File: src/rtl/dab_phase_sequencer_if.sv
// Control and gate-pin bundle for dab_phase_sequencer.
// The sequencer takes the slave side; the control loop or bench drives the master side.
interface dab_phase_sequencer_if #(
  parameter int PHASE_W = 8
);
  logic               sync;
  logic               switch;
  logic [PHASE_W-1:0] phase;
  logic [3:0]         Sp;
  logic [3:0]         Ss;
  logic               trigger;
  logic               running;

  modport master (
    output sync, switch, phase,
    input  Sp, Ss, trigger, running
  );

  modport slave (
    input  sync, switch, phase,
    output Sp, Ss, trigger, running
  );
endinterface

File: src/rtl/dab_phase_sequencer.sv
// Dual-active-bridge gate sequencer: primary and phase-lagged secondary full-bridge gates with dead time.
// Gates/trigger/running are registered one cycle after cnt; no backpressure. SYNC_RESYNC_EN: sync re-aligns a running period.
module dab_phase_sequencer #(
  parameter int PERIOD  = 100,
  parameter int DEAD    = 5,
  parameter int PHASE_W = 8
) (
  input  logic                 clk,
  input  logic                 rst_n,
  dab_phase_sequencer_if.slave bus
);
  localparam int HALF  = PERIOD / 2;
  localparam int CNT_W = $clog2(PERIOD);
  localparam int EXT_W = CNT_W + 1;

  typedef logic [CNT_W-1:0] cnt_t;
  typedef enum logic [1:0] {
    IDLE     = 2'd0,
    ARMED    = 2'd1,
    RUN      = 2'd2,
    STOPPING = 2'd3
  } state_t;

  localparam cnt_t CNT_LAST = cnt_t'(PERIOD - 1);
  localparam cnt_t PH_MAX   = cnt_t'(HALF - 1);

  // Bit order {B_lo, B_hi, A_lo, A_hi}; each half-period opens with DEAD cycles of all-off.
  function automatic logic [3:0] gate_pat(input cnt_t c);
    logic [3:0] p;
    if (c < cnt_t'(DEAD))             p = 4'b0000;
    else if (c < cnt_t'(HALF))        p = 4'b1001;
    else if (c < cnt_t'(HALF + DEAD)) p = 4'b0000;
    else                              p = 4'b0110;
    return p;
  endfunction

  state_t     state_q, state_d;
  cnt_t       cnt_q, cnt_d;
  cnt_t       phase_r_q, phase_r_d;
  logic       sec_en_q, sec_en_d;
  logic       sync_meta_q, sync_stable_q, sync_prev_q;
  logic [3:0] sp_q, sp_d;
  logic [3:0] ss_q, ss_d;
  logic       trig_q, trig_d;
  logic       run_q, run_d;

  logic             sync_evt;
  logic             active;
  cnt_t             phase_clamp;
  cnt_t             scnt;
  logic [EXT_W-1:0] scnt_raw;
  logic [EXT_W-1:0] scnt_ext;

  assign sync_evt = sync_stable_q & ~sync_prev_q;
  assign active   = (state_q == RUN) || (state_q == STOPPING);

  assign phase_clamp = (bus.phase > PHASE_W'(HALF - 1)) ? PH_MAX : cnt_t'(bus.phase);

  // Add PERIOD before subtracting so the lag never underflows, then fold back into range.
  assign scnt_raw = {1'b0, cnt_q} + EXT_W'(PERIOD) - {1'b0, phase_r_q};
  assign scnt_ext = (scnt_raw >= EXT_W'(PERIOD)) ? (scnt_raw - EXT_W'(PERIOD)) : scnt_raw;
  assign scnt     = scnt_ext[CNT_W-1:0];

  always_comb begin
    state_d   = state_q;
    cnt_d     = cnt_q;
    phase_r_d = phase_r_q;
    sec_en_d  = sec_en_q;

    unique case (state_q)
      IDLE: begin
        if (bus.switch) state_d = ARMED;
      end
      ARMED: begin
        if (!bus.switch) begin
          state_d = IDLE;
        end else if (sync_evt) begin
          state_d   = RUN;
          cnt_d     = '0;
          phase_r_d = phase_clamp;
          sec_en_d  = 1'b0;
        end
      end
      RUN: begin
        if (!bus.switch) state_d = STOPPING;
        if (cnt_q == phase_r_q) sec_en_d = 1'b1;
        if (cnt_q == CNT_LAST) begin
          cnt_d     = '0;
          phase_r_d = phase_clamp;
        end else begin
          cnt_d = cnt_q + cnt_t'(1);
        end
`ifdef SYNC_RESYNC_EN
        // A sync on the last count is just the natural wrap, so the secondary stays armed.
        if (sync_evt && (cnt_q != CNT_LAST)) begin
          cnt_d     = '0;
          phase_r_d = phase_clamp;
          sec_en_d  = 1'b0;
        end
`endif
      end
      STOPPING: begin
        if (cnt_q == phase_r_q) sec_en_d = 1'b1;
        if (cnt_q == CNT_LAST) begin
          state_d  = IDLE;
          cnt_d    = '0;
          sec_en_d = 1'b0;
        end else begin
          cnt_d = cnt_q + cnt_t'(1);
        end
      end
    endcase
  end

  always_comb begin
    sp_d   = 4'b0000;
    ss_d   = 4'b0000;
    trig_d = 1'b0;
    run_d  = 1'b0;
    if (active) begin
      sp_d   = gate_pat(cnt_q);
      ss_d   = sec_en_q ? gate_pat(scnt) : 4'b0000;
      trig_d = (cnt_q == '0);
      run_d  = 1'b1;
    end
  end

  always_ff @(posedge clk or negedge rst_n) begin
    if (!rst_n) begin
      state_q       <= IDLE;
      cnt_q         <= '0;
      phase_r_q     <= '0;
      sec_en_q      <= 1'b0;
      sync_meta_q   <= 1'b0;
      sync_stable_q <= 1'b0;
      sync_prev_q   <= 1'b0;
      sp_q          <= 4'b0000;
      ss_q          <= 4'b0000;
      trig_q        <= 1'b0;
      run_q         <= 1'b0;
    end else begin
      state_q       <= state_d;
      cnt_q         <= cnt_d;
      phase_r_q     <= phase_r_d;
      sec_en_q      <= sec_en_d;
      sync_meta_q   <= bus.sync;
      sync_stable_q <= sync_meta_q;
      sync_prev_q   <= sync_stable_q;
      sp_q          <= sp_d;
      ss_q          <= ss_d;
      trig_q        <= trig_d;
      run_q         <= run_d;
    end
  end

  assign bus.Sp      = sp_q;
  assign bus.Ss      = ss_q;
  assign bus.trigger = trig_q;
  assign bus.running = run_q;
endmodule

File: src/flat_wrapper.sv
// flat-port wrapper written by rule: the top's interface ports become plain ports
module dab_phase_sequencer_flat 
#(
  parameter int PERIOD  = 100,
  parameter int DEAD    = 5,
  parameter int PHASE_W = 8
)
  (clk, rst_n, bus_sync, bus_switch, bus_phase, bus_Sp, bus_Ss, bus_trigger, bus_running);
  dab_phase_sequencer_if #(.PHASE_W(PHASE_W)) bus_i ();
  input  logic clk;
  input  logic rst_n;
  input wire logic [$bits(bus_i.sync)-1:0] bus_sync;
  input wire logic [$bits(bus_i.switch)-1:0] bus_switch;
  input wire logic [$bits(bus_i.phase)-1:0] bus_phase;
  output wire logic [$bits(bus_i.Sp)-1:0] bus_Sp;
  output wire logic [$bits(bus_i.Ss)-1:0] bus_Ss;
  output wire logic [$bits(bus_i.trigger)-1:0] bus_trigger;
  output wire logic [$bits(bus_i.running)-1:0] bus_running;
  assign bus_i.sync = bus_sync;
  assign bus_i.switch = bus_switch;
  assign bus_i.phase = bus_phase;
  assign bus_Sp = bus_i.Sp;
  assign bus_Ss = bus_i.Ss;
  assign bus_trigger = bus_i.trigger;
  assign bus_running = bus_i.running;
  dab_phase_sequencer #(.PERIOD(PERIOD), .DEAD(DEAD), .PHASE_W(PHASE_W)) u_core (.clk(clk), .rst_n(rst_n), .bus(bus_i));
endmodule
File: config.mk
export PLATFORM = sky130hd
export DESIGN_NAME = dab_phase_sequencer_flat
export DESIGN_NICKNAME = d
export VERILOG_FILES = /design/src/rtl/dab_phase_sequencer_if.sv /design/src/rtl/dab_phase_sequencer.sv /design/src/flat_wrapper.sv
export SDC_FILE = /design/constraint.sdc
export NUM_CORES = 1
export LEC_CHECK = 0
export CAP_MARGIN = 20
export CORE_MARGIN = 3
export CORE_UTILIZATION = 56
export CTS_CLUSTER_SIZE = 24
export DETAILED_ROUTE_END_ITERATION = 10
export HOLD_SLACK_MARGIN = 0.15
export PLACE_DENSITY = 0.9
export SLEW_MARGIN = 20
export SYNTH_ARGS = -nofsm -noshare
export SYNTH_HDL_FRONTEND = slang
export SYNTH_SLANG_ARGS = --single-unit
File: constraint.sdc
create_clock -name clk -period 3.6 [get_ports clk]
set_clock_uncertainty 0.1 [all_clocks]
set_input_delay 0.72 -clock clk [delete_from_list [all_inputs] [get_ports clk]]
set_output_delay 0.72 -clock clk [all_outputs]
set_load 0.01 [all_outputs]
==> reports/metrics.csv <==
stage;metric;value;unit
power_and_ir_drop;power.total;2.32;mW
synthesis;synth_top_area_share;33.5;%
power_and_ir_drop;seqPwrFrac;18.6;%
critical_path;critPathCaptureType;register;
timing;finalCriticalPeriod;3.35;ns
critical_path;path_class;reg2reg;
flow_run;max-cap-violations;0;
placement;globalplace.congestion;0.935;
synthesis;ys.flop_type;dfrtp_1;
critical_path;start_kind;register;
route;vias;1611;
power_and_ir_drop;combPwrFrac;75.3;%
synthesis;synth_xor_area_share;2.32;%
clock_network;cts_buffers;3;
clock_network;cts_root_buf;clkbuf_4;
power_and_ir_drop;swShare;48.2;%
clock_network;clk-insertion-delay-late;0.32;ns
placement;place_area;2160;um2
finish;layout_common_cells;dfrtp_1 (26), inv_1 (23), clkdlybuf4s50_1 (21), nand2_1 (20), ha_1 (16);
synthesis;syn_area;1940;um2
power_and_ir_drop;internal_power;1.20;mW
timing;rsz0062_at_grt;no;
placement;post-place-ws;0.136;ns
timing;worstMarginPinSlew;0.884;ns
route;ant_nets;0;
global_route;grt_start_max_net_pins;27;
critical_path;crit_family;adder cells;
critical_path;startpoint;u_core.cnt_q[2];
synthesis;yosys-top-cells-area;dfrtp_1 (33%), ha_1 (11%), inv_1 (4.4%);
power_and_ir_drop;p_per_area;1050;nW/um2
synthesis;synth_edf_count;0;
critical_path;crit_end;u_core.bus.Ss[0];
synthesis;synth_top_family_by_area;compound AO/OA/AOI/OAI gates;
critical_path;critPathMaxFanout;8;
synthesis;synth_top_area_cell;dfrtp_1;
die;start_util;61.2;%
critical_path;r2r-end;u_core.bus.Ss[0];
synthesis;synth_mux_area_share;3.15;%
global_route;grt_overflow;0;
critical_path;cp.depth;12;
synthesis;syn_nets;248;
global_route;grtUsageTotal;19.9;%
synthesis;synth_simple_gate_area_share;19.8;%
power_and_ir_drop;clock_power_share;6.1;%
timing;fmax;0.299;GHz
timing;hold-worst-slack;0.276;ns
route;totalWireLength;3.74;mm
route;drtIter0Drc;82;
timing;hold_viol;0;
power_and_ir_drop;total_leakage_power;0.975;nW
timing;setup_violations;0;
critical_path;reg2reg_slack;0.25;ns
timing;fin_setup_tns;0;ns
finish;stdcell_count;279;
critical_path;worstPathRequired;3.71;ns
critical_path;crit_chain;inv_1 > ha_1 > fa_1 > xnor2_2 > inv_1 > ha_1 > nand2_1 > o211ai_2 > a31oi_4 > mux2_1 > a211oi_1 > nor3b_1;
synthesis;synth_compound_area_share;21.2;%
power_and_ir_drop;p_switching;1.12;mW
synthesis;yosysUniqueCellTypes;52;
timing;relSlewSlack;41.1;%
synthesis;synthArstFlopShare;100;%
synthesis;ys_warn_count;0;
die;dieArea;4220;um2
power_and_ir_drop;peakVddDrop;0.465;mV
global_route;antenna_found_initial;0;
clock_network;cts_tree;done;
clock_network;ctsHoldBuffers;0;
critical_path;reg2reg_depth;12;
placement;place_hpwl;3.03;mm
route;drc_errors;0;
finish;n_antenna_cell;0;
critical_path;critical_path_arrival;3.46;ns
synthesis;avgSynthCellArea;8.92;um2
clock_network;clock_sinks;26;
timing;post-route-period-util;93.0;%
synthesis;synth-seq-cells;26;
route;wl_per_cell;13.4;um
finish;n_fill_cell;246;
synthesis;syn_inst;218;
critical_path;crit_buf_inv;2;
synthesis;yosys.area_share.adder;12.0;%
die;num_rows;20;
hold_path;hp-class;reg2reg;
finish;final_common_cell;dfrtp_1;
clock_network;clkTransAtPathRegs;0.13;ns
finish;fin_util;69.7;%
run_status;run_status;finished clean;
placement;io_buffer_count;21;
finish;syn_to_final_growth;14.0;%
finish;regArea;651;um2
route;vias_per_cell;5.77;
finish;drive_above_1_share;8.94;%
die;fp.dieH;64.9;um
synthesis;ys_seq_area_share;33.5;%
placement;placed_cells;274;
die;die_w;64.9;um
timing;maxSlewViolCount;0;
finish;nets;266;
clock_network;clockBufferDepth;2;
die;coreArea;3180;um2
critical_path;r2r_start;u_core.cnt_q[2];
finish;multiInputGateArea;1150;um2
critical_path;cp_slowest_cell;fa_1;
finish;final_area;2220;um2
clock_network;cts_htree_levels;1;
global_route;grt_pass1_wl;6.62;mm
route;first_pass_iters;7;
timing;worst_slack;0.252;ns
global_route;grt_pass1_vias;1480;
die;ios;22;
critical_path;slowest_delay;0.49;ns
power by group through the flow:
stage	Sequential, mW	Combinational [mW]	Clock [mW]
floorplan	0.417	1.35	0
global placement	0.433	1.61	0
detailed placement	0.437	1.67	0
CTS	0.432	1.68	0.145
global route	0.446	1.93	0.161
finish	0.432	1.75	0.140
registers in the layout (all words and copies together) (netlist names), named ones only:
register,cells
u_core.bus.Sp,2
u_core.bus.Ss,2
u_core.bus.running,1
u_core.bus.trigger,1
u_core.cnt_q,7
u_core.phase_r_q,7
u_core.sec_en_q,1
u_core.state_q,1
u_core.sync_meta_q,1
u_core.sync_prev_q,1
u_core.sync_stable_q,1
kinds of logic after synthesis:
| family | Yosys count |
|---|---|
| multiplexers | 6 |
| XOR/XNOR | 3 |
| adder cells (fa/ha/maj) | 18 |
| AND/OR/NAND/NOR | 75 |
| flip-flops | 26 |
| buffers and inverters | 35 |
| AO/OA/AOI/OAI | 55 |
synth_stat cells (3+ instances only):
master	count
nor3_1	8
nand3_1	8
buf_4	4
nand2_1	20
dfrtp_1	26
inv_1	23
nor2_1	15
a21boi_0	3
o21ai_0	12
a31oi_1	4
a21oi_1	8
mux2i_1	5
o21ai_1	6
nor2b_1	3
nor3b_1	4
ha_1	17
clkbuf_1	7
area by class of cell:
cell class / count / area share, %
Clock buffer: 4 / 1.64
Inverter: 23 / 3.90
Multi-Input combinational cell: 157 / 51.8
Sequential cell: 26 / 29.4
Tap cell: 44 / 2.48
Timing Repair Buffer: 25 / 10.8
worst min-delay path by stage:
| stage | slack [ns] | depth (start not counted) | endpoint | start |
|---|---|---|---|---|
| finish | 0.28 | 0 | u_core.sync_stable_q | u_core.sync_meta_q |
| global route | 0.29 | 0 | u_core.sync_stable_q | u_core.sync_meta_q |
| CTS | 0.28 | 0 | u_core.sync_stable_q | u_core.sync_meta_q |
| detailed placement | 0.24 | 0 | u_core.sync_stable_q | u_core.sync_meta_q |
| global placement | 0.23 | 0 | u_core.sync_stable_q | u_core.sync_meta_q |
| floorplan | 0.23 | 0 | u_core.sync_stable_q | u_core.sync_meta_q |
routing by layer:
metal	track usage [%]	up-vias	share of wire (%)	wire [um]
met2	32.4	51	48	1810
met4	5.80	0	1.4	53
met1	26.7	742	46	1700
met5	0	-	0	0
met3	3.81	6	4.6	173
li1	-	812	-	-
timing repair:
item | 4_1_cts | 5_1_grt
resized for setup | 0 | 2
buffers inserted | 0 | 1
setup endpoints to repair | 0 | 2
Power figures use the tool's default switching activity.
